==> config.mk <==
export PLATFORM = sky130hd
export DESIGN_NAME = qft_accumulator_flat
export DESIGN_NICKNAME = d
export VERILOG_FILES = /design/src/rtl/qft_accumulator_if.sv /design/src/rtl/qft_accumulator.sv /design/src/flat_wrapper.sv
export SDC_FILE = /design/constraint.sdc
export NUM_CORES = 1
export LEC_CHECK = 0
export CORE_ASPECT_RATIO = 2
export CORE_MARGIN = 1
export CORE_UTILIZATION = 40
export DETAILED_ROUTE_END_ITERATION = 6
export GPL_ROUTABILITY_DRIVEN = 0
export GPL_TIMING_DRIVEN = 1
export SLEW_MARGIN = 5
export SYNTH_ARGS = -nofsm -noshare
export SYNTH_HDL_FRONTEND = slang
export SYNTH_SLANG_ARGS = --single-unit
==> constraint.sdc <==
create_clock -name clk -period 2.73 [get_ports clk]
set_clock_uncertainty 0.15 [all_clocks]
set_input_delay 0.546 -clock clk [delete_from_list [all_inputs] [get_ports clk]]
set_output_delay 0.546 -clock clk [all_outputs]
set_load 0.02 [all_outputs]
==> src/rtl/qft_accumulator_if.sv <==
// Term-in / bin-out streaming interface of the QFT bin accumulator.
// The master drives terms and out_ready; the slave returns bin results.
interface qft_accumulator_if #(
  parameter int DATA_W = 13,
  parameter int ACC_W  = 15
);
  logic                     in_valid;
  logic                     in_ready;
  logic signed [DATA_W-1:0] in_r;
  logic signed [DATA_W-1:0] in_i;
  logic                     out_valid;
  logic                     out_ready;
  logic signed [ACC_W-1:0]  out_r;
  logic signed [ACC_W-1:0]  out_i;
  logic [1:0]               out_bin;

  modport master (
    output in_valid, in_r, in_i, out_ready,
    input  in_ready, out_valid, out_r, out_i, out_bin
  );

  modport slave (
    input  in_valid, in_r, in_i, out_ready,
    output in_ready, out_valid, out_r, out_i, out_bin
  );
endinterface

==> src/rtl/qft_accumulator.sv <==
// Sums N_TERMS complex product terms into one QFT output bin at full precision,
// tagging each result with a wrapping bin index; one output holding register.
module qft_accumulator #(
  parameter int N_TERMS = 4,
  parameter int DATA_W  = 13,
  parameter int ACC_W   = 15
) (
  input  logic              clk,
  input  logic              rst_n,
  input  logic              flush,
  qft_accumulator_if.slave  bus
);

  localparam logic [1:0] CNT_LAST = 2'(N_TERMS - 1);

  typedef enum logic {IDLE, ACC} state_t;

  function automatic logic signed [ACC_W-1:0] sext(input logic signed [DATA_W-1:0] v);
    return ACC_W'(v);
  endfunction

  state_t                  r_state;
  logic [1:0]              r_cnt;
  logic [1:0]              r_bin_idx;
  logic signed [ACC_W-1:0] r_acc_r;
  logic signed [ACC_W-1:0] r_acc_i;
  logic                    r_out_valid;
  logic signed [ACC_W-1:0] r_out_r;
  logic signed [ACC_W-1:0] r_out_i;
  logic [1:0]              r_out_bin;

  logic                    w_last_slot;
  logic                    w_in_ready;
  logic                    w_accept;
  logic signed [ACC_W-1:0] w_sum_r;
  logic signed [ACC_W-1:0] w_sum_i;

  // Input stage: only the closing term of a frame can be blocked by a stuck result.
  assign w_last_slot = (r_state == ACC) && (r_cnt == CNT_LAST);
  assign w_in_ready  = !(w_last_slot && r_out_valid && !bus.out_ready);
  assign w_accept    = bus.in_valid && w_in_ready && !flush;
  assign w_sum_r     = r_acc_r + sext(bus.in_r);
  assign w_sum_i     = r_acc_i + sext(bus.in_i);

  // Accumulate / output register stage
  always_ff @(posedge clk) begin
    if (!rst_n) begin
      r_state     <= IDLE;
      r_cnt       <= '0;
      r_bin_idx   <= '0;
      r_acc_r     <= '0;
      r_acc_i     <= '0;
      r_out_valid <= 1'b0;
      r_out_r     <= '0;
      r_out_i     <= '0;
      r_out_bin   <= '0;
    end else begin
      if (r_out_valid && bus.out_ready)
        r_out_valid <= 1'b0;

      if (flush) begin
        r_state   <= IDLE;
        r_cnt     <= '0;
        r_bin_idx <= '0;
        r_acc_r   <= '0;
        r_acc_i   <= '0;
      end else if (w_accept) begin
        if (w_last_slot) begin
          // A new result overrides the consume-clear above on the same edge.
          r_out_r     <= w_sum_r;
          r_out_i     <= w_sum_i;
          r_out_bin   <= r_bin_idx;
          r_out_valid <= 1'b1;
          r_bin_idx   <= r_bin_idx + 2'd1;
          r_acc_r     <= '0;
          r_acc_i     <= '0;
          r_cnt       <= '0;
          r_state     <= IDLE;
        end else begin
          r_acc_r <= w_sum_r;
          r_acc_i <= w_sum_i;
          r_cnt   <= r_cnt + 2'd1;
          r_state <= ACC;
        end
      end
    end
  end

  assign bus.in_ready  = w_in_ready;
  assign bus.out_valid = r_out_valid;
  assign bus.out_r     = r_out_r;
  assign bus.out_i     = r_out_i;
  assign bus.out_bin   = r_out_bin;

endmodule

==> src/flat_wrapper.sv <==
// flat-port wrapper written by rule: the top's interface ports become plain ports
module qft_accumulator_flat 
#(
  parameter int N_TERMS = 4,
  parameter int DATA_W  = 13,
  parameter int ACC_W   = 15
)
  (clk, rst_n, flush, bus_in_valid, bus_in_r, bus_in_i, bus_out_ready, bus_in_ready, bus_out_valid, bus_out_r, bus_out_i, bus_out_bin);
  qft_accumulator_if #(.DATA_W(DATA_W), .ACC_W(ACC_W)) bus_i ();
  input  logic clk;
  input  logic rst_n;
  input  logic flush;
  input wire logic [$bits(bus_i.in_valid)-1:0] bus_in_valid;
  input wire logic [$bits(bus_i.in_r)-1:0] bus_in_r;
  input wire logic [$bits(bus_i.in_i)-1:0] bus_in_i;
  input wire logic [$bits(bus_i.out_ready)-1:0] bus_out_ready;
  output wire logic [$bits(bus_i.in_ready)-1:0] bus_in_ready;
  output wire logic [$bits(bus_i.out_valid)-1:0] bus_out_valid;
  output wire logic [$bits(bus_i.out_r)-1:0] bus_out_r;
  output wire logic [$bits(bus_i.out_i)-1:0] bus_out_i;
  output wire logic [$bits(bus_i.out_bin)-1:0] bus_out_bin;
  assign bus_i.in_valid = bus_in_valid;
  assign bus_i.in_r = bus_in_r;
  assign bus_i.in_i = bus_in_i;
  assign bus_i.out_ready = bus_out_ready;
  assign bus_in_ready = bus_i.in_ready;
  assign bus_out_valid = bus_i.out_valid;
  assign bus_out_r = bus_i.out_r;
  assign bus_out_i = bus_i.out_i;
  assign bus_out_bin = bus_i.out_bin;
  qft_accumulator #(.N_TERMS(N_TERMS), .DATA_W(DATA_W), .ACC_W(ACC_W)) u_core (.clk(clk), .rst_n(rst_n), .flush(flush), .bus(bus_i));
endmodule
==> out/qor.csv, run 1 <==
stage;metric;value;unit
grt;overflow;0;
timing;fmax;378.8;MHz
cells_and_area;nets;590;
routing;via_count;3424;
placed_design;io_buffers;64;
placed_design;placed_cell_area;4793;um2
routing;viasPerCell;5.392;
timing;finalSetupViolations;0;
worst_setup_path;path_cells;clkdlybuf4s50_1 > ha_1 > fa_1 > a211oi_2 > o21bai_1 > a21oi_2 > o21a_1 > o21ai_1 > xnor2_1 > o21ai_1;
worst_setup_path;critPathMaxStageDelay;410;ps
status;violations;design-rule violations;
timing;drv_slew;0;
routing;drt_iter0_markers;198;
routing;wl_per_cell;15.48;um
grt;antenna_found_initial;0;
logic_synthesis;ys_warn_count;0;
floorplan;dieArea;9837;um2
clocking;htreeDepth;3;
placed_design;dpl.hpwl;7328;um
logic_synthesis;netlist.area_leader.share;0.3612;
clocking;cts_setup_buffers;0;
logic_synthesis;synth_flop_cell;dfxtp_1;
cells_and_area;nFillCells;834;
grt;grt_usage;0.2105;
floorplan;row_count;49;
routing;finalWirelength;9830;um
run;drv_cap;0;
timing;period_needed;2640;ps
floorplan;core;9074;um2
cells_and_area;syn_to_final_growth;37.25;%
cells_and_area;multi_input_area;2320;um2
clocking;cts_sinks;68;
logic_synthesis;synth_edf_count;0;
clocking;root_buffer;clkbuf_16;
timing;maxSlewHeadroom;0.6985;
clocking;clkTransAtPathRegs;60;ps
grt;grt_pass1_wl;16360;um
floorplan;io_pins;65;
logic_synthesis;ys_types;56;
pwr;ir_drop;0.0003993;V
pwr;powerDensity;541.3;nW/um2
logic_synthesis;synth_area_leaders;dfxtp_1 36%, ha_1 9.6%, nand2_1 7.0%, xnor2_1 4.6%, a21boi_0 3.6%;
timing;worst_slew_pin_slew;448.1;ps
logic_synthesis;synthCells;426;
logic_synthesis;synth_seq_cells;68;
hold_path;worstHoldPathType;flop to flop;
grt;grt_start_max_net_pins;42;
timing;hold_viol;0;
logic_synthesis;synth.largest_area_cell;dfxtp_1;
clocking;clk-insertion-delay-late;330;ps
grt;grt_pass1_vias;3468;
routing;ant_nets;0;
worst_setup_path;crit_top_cell;o21ai_1;
clocking;cts_buffer_depth;2;
worst_setup_path;cp_data_required_time;2800;ps
cells_and_area;seq_area;1361;um2
routing;drcViolationCount;10;
cells_and_area;mostFrequentLayoutCell;nand2_1;
logic_synthesis;async_flop_share;0;
floorplan;fp.dieW;70.64;um
logic_synthesis;synth_area;3769;um2
floorplan;initial_core_util;0.4153;
worst_setup_path;path_class;input port to flop;
floorplan;fp.dieH;139.3;um
cells_and_area;most-common-layout-cells;70 x nand2_1, 68 x dfxtp_1, 64 x clkdlybuf4s50_1;
pwr;fin_total_pwr;2.800;mW
worst_setup_path;cp_slowest_cell;fa_1;
worst_setup_path;worstSetupStartpointType;input port;
logic_synthesis;syn-num-nets;488;
cells_and_area;design_area;5172;um2
cells_and_area;layout-drive-gt1-share;0.1557;
clocking;tritoncts;built;
worst_setup_path;worstPathArrival;2710;ps
pwr;p_leak;2.082;nW
worst_setup_path;end_kind;flop;
clocking;cts_made_buffers;9;
status;status;finished, violations left;
timing;period_share;0.9670;
worst_setup_path;crit_path_max_fanout;2;
logic_synthesis;yosysSeqAreaShare;0.3612;
routing;dr.pass1.iters;6;
cells_and_area;diodes;0;
logic_synthesis;syn_avg_cell_area;8.847;um2
timing;setup_tns;0;ps
==> flip-flops by register name (all words and copies together) (netlist names) <==
name,cells
u_core.bus.out_bin,2
u_core.bus.out_i,15
u_core.bus.out_r,15
u_core.bus.out_valid,1
u_core.r_acc_i,15
u_core.r_acc_r,15
u_core.r_bin_idx,2
u_core.r_cnt,2
u_core.r_state,1
==> through the flow <==
stage / worst slack [ps] / instances / hold WS, ps / utilization
2_1_floorplan: 210.4 / 426 / 277.7 / -
3_3_place_gp: -306.1 / 619 / 288.5 / 0.5283
3_5_place_dp: -325.5 / 619 / 296.8 / 0.5283
4_1_cts: 3.174 / 635 / 304.7 / 0.5687
5_1_grt: -13.02 / 635 / 324.6 / 0.5701
6_report: 90.21 / 635 / 303.4 / 0.5701
==> Yosys cell counts (all sizes together), types with 2 or more instances <==
cell / instances
a211oi: 6
a21boi: 20
a21o: 12
a21oi: 23
a22o: 7
a22oi: 13
a31oi: 2
buf: 10
clkbuf: 9
dfxtp: 68
fa: 2
ha: 29
inv: 3
mux2i: 2
nand2: 71
nand2b: 4
nand3: 9
nand3b: 3
nand4: 6
nor2: 30
nor2b: 2
nor3: 2
o211ai: 2
o21a: 6
o21ai: 30
o21bai: 4
o221ai: 3
or2: 2
or3: 2
xnor2: 21
xor2: 10
==> layer usage <==
layer	routed length, um	vias up	track usage
met4	255	0	0.09053
li1	-	1727	-
met3	267	18	0.03259
met2	5226	64	0.3827
met1	4081	1615	0.2386
met5	0	-	0
==> final timing paths <==
path	start	to	slack, ps	depth (start not counted)
setup / recovery	bus_in_i[0]	u_core.bus.out_i[12]	90	10
hold / removal	u_core.r_acc_i[11]	u_core.r_acc_i[11]	300	2
setup reg to reg	u_core.r_acc_i[0]	u_core.bus.out_i[12]	420	9
hold reg to reg	u_core.r_acc_i[11]	u_core.r_acc_i[11]	300	2
==> critical path, delay by kind of cell <==
kind                     cells  cell delay [ps]
buffers and inverters        1              400
adder cells (fa/ha/maj)      2              640
XOR/XNOR                     1              230
AO/OA/AOI/OAI                6              880
==> timing repair <==
item	in CTS	in global routing
endpoints found under the setup margin	0	11
hold buffers	0	0
gates resized for setup	0	3
==> power breakdown <==
group	leakage (nW)	internal [mW]	switching [mW]
Combinational	1.36	0.169	0.170
Sequential	0.549	1.01	0.00864
Clock	0.177	1.01	0.436
==> logic make-up after synthesis <==
| kind of cell | share of synthesized area |
|---|---|
| adder cells (fa/ha/maj) | 0.1069 |
| multiplexers | 0.005312 |
| AO/OA/AOI/OAI | 0.2590 |
| flip-flops | 0.3612 |
| XOR/XNOR | 0.07404 |
| buffers and inverters | 0.02789 |
| AND/OR/NAND/NOR | 0.1657 |
==> final cells by class <==
class                      count  share of cell area
timing repair buffer         110              0.1906
sequential                    68              0.2632
tap                          102             0.02467
clock buffer                  12             0.04765
inverter                       3            0.002177
clock inverter                 4             0.02322
multi-input combinational    336              0.4485
Power figures use the tool's default switching activity.
==> inputs of run 2 (changes only) <==
Settings changed: GPL_TIMING_DRIVEN 1 to 0.
==> run 2 against run 1 <==
Against the previous run:
- largest cell class unchanged
- critical path type unchanged
- the run still ends with design-rule violations left
- sequential share of layout area grew 1.5 points
- first-iteration DRC count fell by 18%
- highest routed layer unchanged
- non-clock buffer count fell by 21
==> out/qor.csv, run 2 (synthesis gave the netlist of run 1 again) <==
stage;metric;value;unit
grt;grt_start_max_net_pins;11;
routing;drcViolationCount;10;
clocking;cts_hold_buf;0;
hold_path;worstHoldPathType;flop to flop;
worst_setup_path;worstPathArrival;2730;ps
timing;setup_tns;0;ps
floorplan;initial_core_util;0.4153;
worst_setup_path;reg2regPathDepth;9;
cells_and_area;diodes;0;
placed_design;dpl.hpwl;7560;um
worst_setup_path;timing.rr.start;u_core.r_acc_r[0];
grt;grt_pass1_vias;3276;
routing;via_count;3289;
pwr;fin_total_pwr;2.418;mW
timing;worst_slew_pin_slew;826.1;ps
routing;viasPerCell;5.374;
placed_design;dp_cells;592;
floorplan;dieArea;9837;um2
pwr;powerDensity;494.3;nW/um2
routing;ant_nets;0;
worst_setup_path;cp-startpoint;bus_in_r[0];
clocking;htreeDepth;3;
timing;rsz0062_at_grt;no;
timing;finalSetupViolations;0;
worst_setup_path;endpoint;u_core.bus.out_r[12];
timing;fmax;382.5;MHz
clocking;cts_sinks;68;
cells_and_area;layout-drive-gt1-share;0.1059;
clocking;clkTransAtPathRegs;50;ps
clocking;cts_made_buffers;9;
clocking;clk-insertion-delay-late;330;ps
worst_setup_path;path_class;input port to flop;
floorplan;fp.dieW;70.64;um
routing;wl_per_cell;15.80;um
worst_setup_path;cp_data_required_time;2840;ps
cells_and_area;most-common-layout-cells;70 x nand2_1, 68 x dfxtp_1, 64 x clkdlybuf4s50_1;
timing;drv_slew;0;
clocking;root_buffer;clkbuf_16;
timing;period_needed;2615;ps
pwr;ir_drop;0.0003508;V
status;status;finished, violations left;
worst_setup_path;r2r_setup_slack;450;ps
grt;overflow;0;
run;drv_cap;0;
worst_setup_path;end_kind;flop;
hold_path;hold_depth;2;
grt;grt_pass1_wl;15870;um
floorplan;fp.dieH;139.3;um
routing;dr.pass1.iters;6;
timing;period_share;0.9577;
cells_and_area;final_cells;612;
floorplan;row_count;49;
cells_and_area;nets;569;
routing;finalWirelength;9672;um
floorplan;core;9074;um2
worst_setup_path;crit_path_max_fanout;3;
worst_setup_path;worstSetupStartpointType;input port;
placed_design;io_buffers;64;
grt;grt_usage;0.2074;
timing;hold_ws;305.2;ps
cells_and_area;mostFrequentLayoutCell;nand2_1;
pwr;p_leak;1.898;nW
timing;maxSlewHeadroom;0.4472;
status;violations;design-rule violations;
grt;antenna_found_initial;0;
timing;hold_viol;0;
cells_and_area;final_util;0.5392;
floorplan;io_pins;65;
worst_setup_path;r2r_end;u_core.bus.out_r[12];
clocking;cts_buffer_depth;2;
cells_and_area;syn_to_final_growth;29.81;%
clocking;tritoncts;built;
routing;drt_iter0_markers;163;
[run 2: cell count changes in the layout (fill, tap and decap cells not counted), sizes merged]
cell / before / now
buf: 46 / 16
bufinv: 4 / 1
clkbuf: 12 / 20
clkinv: 0 / 2
[run 2: worst min-delay path by stage]
| stage | endpoint | slack [ps] | startpoint |
|---|---|---|---|
| 2_1_floorplan | u_core.r_acc_i[10] | 280 | u_core.r_acc_i[10] |
| 3_3_place_gp | u_core.r_acc_i[13] | 290 | u_core.r_acc_i[13] |
| 3_5_place_dp | u_core.r_acc_i[13] | 300 | u_core.r_acc_i[13] |
| 4_1_cts | u_core.r_acc_i[13] | 310 | u_core.r_acc_i[13] |
| 5_1_grt | u_core.r_acc_i[11] | 330 | u_core.r_acc_i[11] |
| 6_report | u_core.bus.out_r[10] | 310 | u_core.bus.out_r[10] |
[run 2: critical path, stage by stage]
cell,delay [ps]
clkdlybuf4s50_1,400
ha_1,260
fa_2,390
a211oi_2,300
o21ai_2,130
a41oi_2,180
o21ai_1,100
xor2_1,200
nand2_1,80
a21boi_1,130
[run 2: cell type report]
| class | count | area [um2] |
|---|---|---|
| inverters | 3 | 11.26 |
| fillers | 877 | 4182 |
| plain buffers | 19 | 93.84 |
| well taps | 102 | 127.6 |
| clock inverters | 3 | 40.04 |
| clock buffers | 11 | 232.7 |
| flip-flops and latches | 68 | 1361 |
| repair buffers | 70 | 685.7 |
| multi-input cells | 336 | 2340 |
[run 2: power by group]
group / switching, mW / internal (mW) / total [mW]
logic: 0.166 / 0.146 / 0.311
clock network: 0.399 / 0.693 / 1.09
registers: 0.00879 / 1.01 / 1.02
[run 2: per-layer routing]
metal	GRT usage	wire length, um
met5	0	0
met4	0.06316	107
met3	0.03765	298
met2	0.3970	5347
met1	0.2252	3919
[run 2: metrics by stage]
stage          area, um2  setup slack, ps
2_1_floorplan       3769            210.4
3_3_place_gp        4537           -482.0
3_5_place_dp        4537           -458.7
4_1_cts             4832            14.41
5_1_grt             4892            4.280
6_report            4892            115.3
[run 2: timing repair]
action / CTS / global route
setup endpoints to repair: 6 / 9
endpoints found under the hold margin: 0 / 0
pin swaps: 4 / 9
buffers inserted: 1 / 5
resized for setup: 4 / 6
==> inputs of run 3 (changes only) <==
Settings changed: PLACE_DENSITY set to 0.66.
Clock period 2.73 ns to 2.3 ns, I/O delays scaled along.
==> run 3 against run 2 <==
Against the previous run:
- the run still ends with design-rule violations left
- final cell count up 1.3%
- routed wire length grew 8.7%
- non-clock buffer count rose by 6
- sequential power up 19%
- sequential share of layout area shrank 2.3 points
- global-route usage increased by 0.74 points
- hold slack worse by 1.1 ps
- critical endpoint is now u_core.bus.out_r[14]
- largest power group unchanged
==> out/qor.csv, run 3 (synthesis gave the netlist of run 1 again) <==
stage;metric;value;unit
floorplan;dieArea;9837;um2
routing;via_count;3432;
timing;worst_slack;33.52;ps
cells_and_area;design_area;5363;um2
placed_design;dp_cells;592;
status;violations;design-rule violations;
placed_design;place_ws;-773.7;ps
timing;worst_slew_pin_slew;591.2;ps
worst_setup_path;end_kind;flop;
grt;grt_util_met3;0.02969;
timing;hold_ws;304.1;ps
timing;hold_viol;0;
clocking;cts_buffer_depth;2;
clocking;tritoncts;built;
worst_setup_path;reg2regPathDepth;9;
floorplan;fp.dieH;139.3;um
grt;use_met2;0.4016;
cells_and_area;layout-drive-gt1-share;0.2162;
timing;rsz0062_at_grt;yes;
cells_and_area;final_util;0.5910;
hold_path;hold_depth;2;
status;status;finished, violations left;
pwr;powerDensity;551.5;nW/um2
timing;finalSetupViolations;0;
floorplan;fp.dieW;70.64;um
pwr;fin_total_pwr;2.957;mW
floorplan;core;9074;um2
grt;antenna_found_initial;0;
routing;dr.pass1.iters;6;
clocking;cts_made_buffers;9;
clocking;cts_hold_buf;0;
floorplan;row_count;49;
placed_design;io_buffers;64;
cells_and_area;diodes;0;
timing;drv_slew;0;
placed_design;dpl.hpwl;7544;um
clocking;root_buffer;clkbuf_16;
clocking;htreeDepth;3;
pwr;ir_drop;0.0003999;V
grt;grt_pass1_vias;3396;
routing;drt_iter0_markers;165;
routing;finalWirelength;10510;um
routing;wl_per_cell;16.96;um
run;drv_cap;0;
grt;grt_pass1_wl;16390;um
cells_and_area;final_cells;620;
grt;overflow;0;
routing;ant_nets;0;
clocking;clkTransAtPathRegs;50;ps
routing;drcViolationCount;10;
pwr;p_leak;2.043;nW
timing;period_needed;2266;ps
grt;met1_usage;0.2305;
cells_and_area;most-common-layout-cells;69 x nand2_1, 64 x dfxtp_1, 49 x clkdlybuf4s50_1;
clocking;clk-insertion-delay-late;330;ps
floorplan;io_pins;65;
grt;grt_start_max_net_pins;12;
timing;setup_tns;0;ps
cells_and_area;mostFrequentLayoutCell;nand2_1;
clocking;cts_sinks;68;
worst_setup_path;cp_data_required_time;2370;ps
cells_and_area;nets;575;
worst_setup_path;worstPathArrival;2330;ps
timing;fmax;441.2;MHz
timing;maxSlewHeadroom;0.6058;
hold_path;worstHoldPathType;flop to flop;
floorplan;initial_core_util;0.4153;
grt;grt_usage;0.2148;
timing;period_share;0.9854;
worst_setup_path;worstSetupStartpointType;input port;
worst_setup_path;crit_path_max_fanout;4;
cells_and_area;syn_to_final_growth;42.30;%
grt;busiest_layer;met2;
worst_setup_path;path_class;input port to flop;
placed_design;placed_cell_area;4559;um2
routing;viasPerCell;5.535;
[run 3: cell count changes in the layout (fill, tap and decap cells not counted), sizes merged]
cell	delta
clkdlybuf4s50	-15
dlymetal6s2s	+7
buf	+5
dlygate4sd2	+5
clkbuf	+4
bufinv	-1
clkdlybuf4s15	+1
clkinv	+1
clkinvlp	+1
[run 3: layout make-up]
cell class                 instances  area (um2)
fill                             819        3711
sequential                        68        1366
buffer                            19       96.34
clock inverter                     4       22.52
timing repair buffer              76       735.7
inverter                           3       11.26
tap                              102       127.6
multi-input combinational        336        2736
clock buffer                      12       266.5
[run 3: power by group]
group          total (mW)  switching [mW]  internal (mW)
Combinational       0.437           0.227          0.210
Sequential           1.21          0.0148           1.19
Clock                1.31           0.500          0.811
[run 3: final timing paths]
check                          start              endpoint  slack [ps]
setup / recovery         bus_in_r[4]  u_core.bus.out_r[14]          30
hold / removal    u_core.r_acc_r[13]    u_core.r_acc_r[13]         300
setup reg to reg   u_core.r_acc_r[0]  u_core.bus.out_r[12]          70
hold reg to reg   u_core.r_acc_r[13]    u_core.r_acc_r[13]         300
[run 3: what timing repair did]
| item | in CTS | in global routing |
|---|---|---|
| endpoints found under the setup margin | 26 | 27 |
| gates resized for setup | 43 | 51 |
| setup buffers | 11 | 1 |
| pin swaps | 26 | 37 |
[run 3: worst max-delay path: stages]
cell and delay, ps:
clkdlybuf4s50_1 470, ha_4 310, o21ai_1 110, o21ai_2 220
nand3_1 150, a21oi_2 230, xnor2_1 150, o21ai_1 70
and2_1 150
[run 3: layer usage]
layer,wire length (um),up-vias,part of all wire
li1,-,1701,-
met1,4114,1618,0.39
met2,5690,88,0.54
met3,375,25,0.036
met4,333,0,0.032
met5,0,-,0
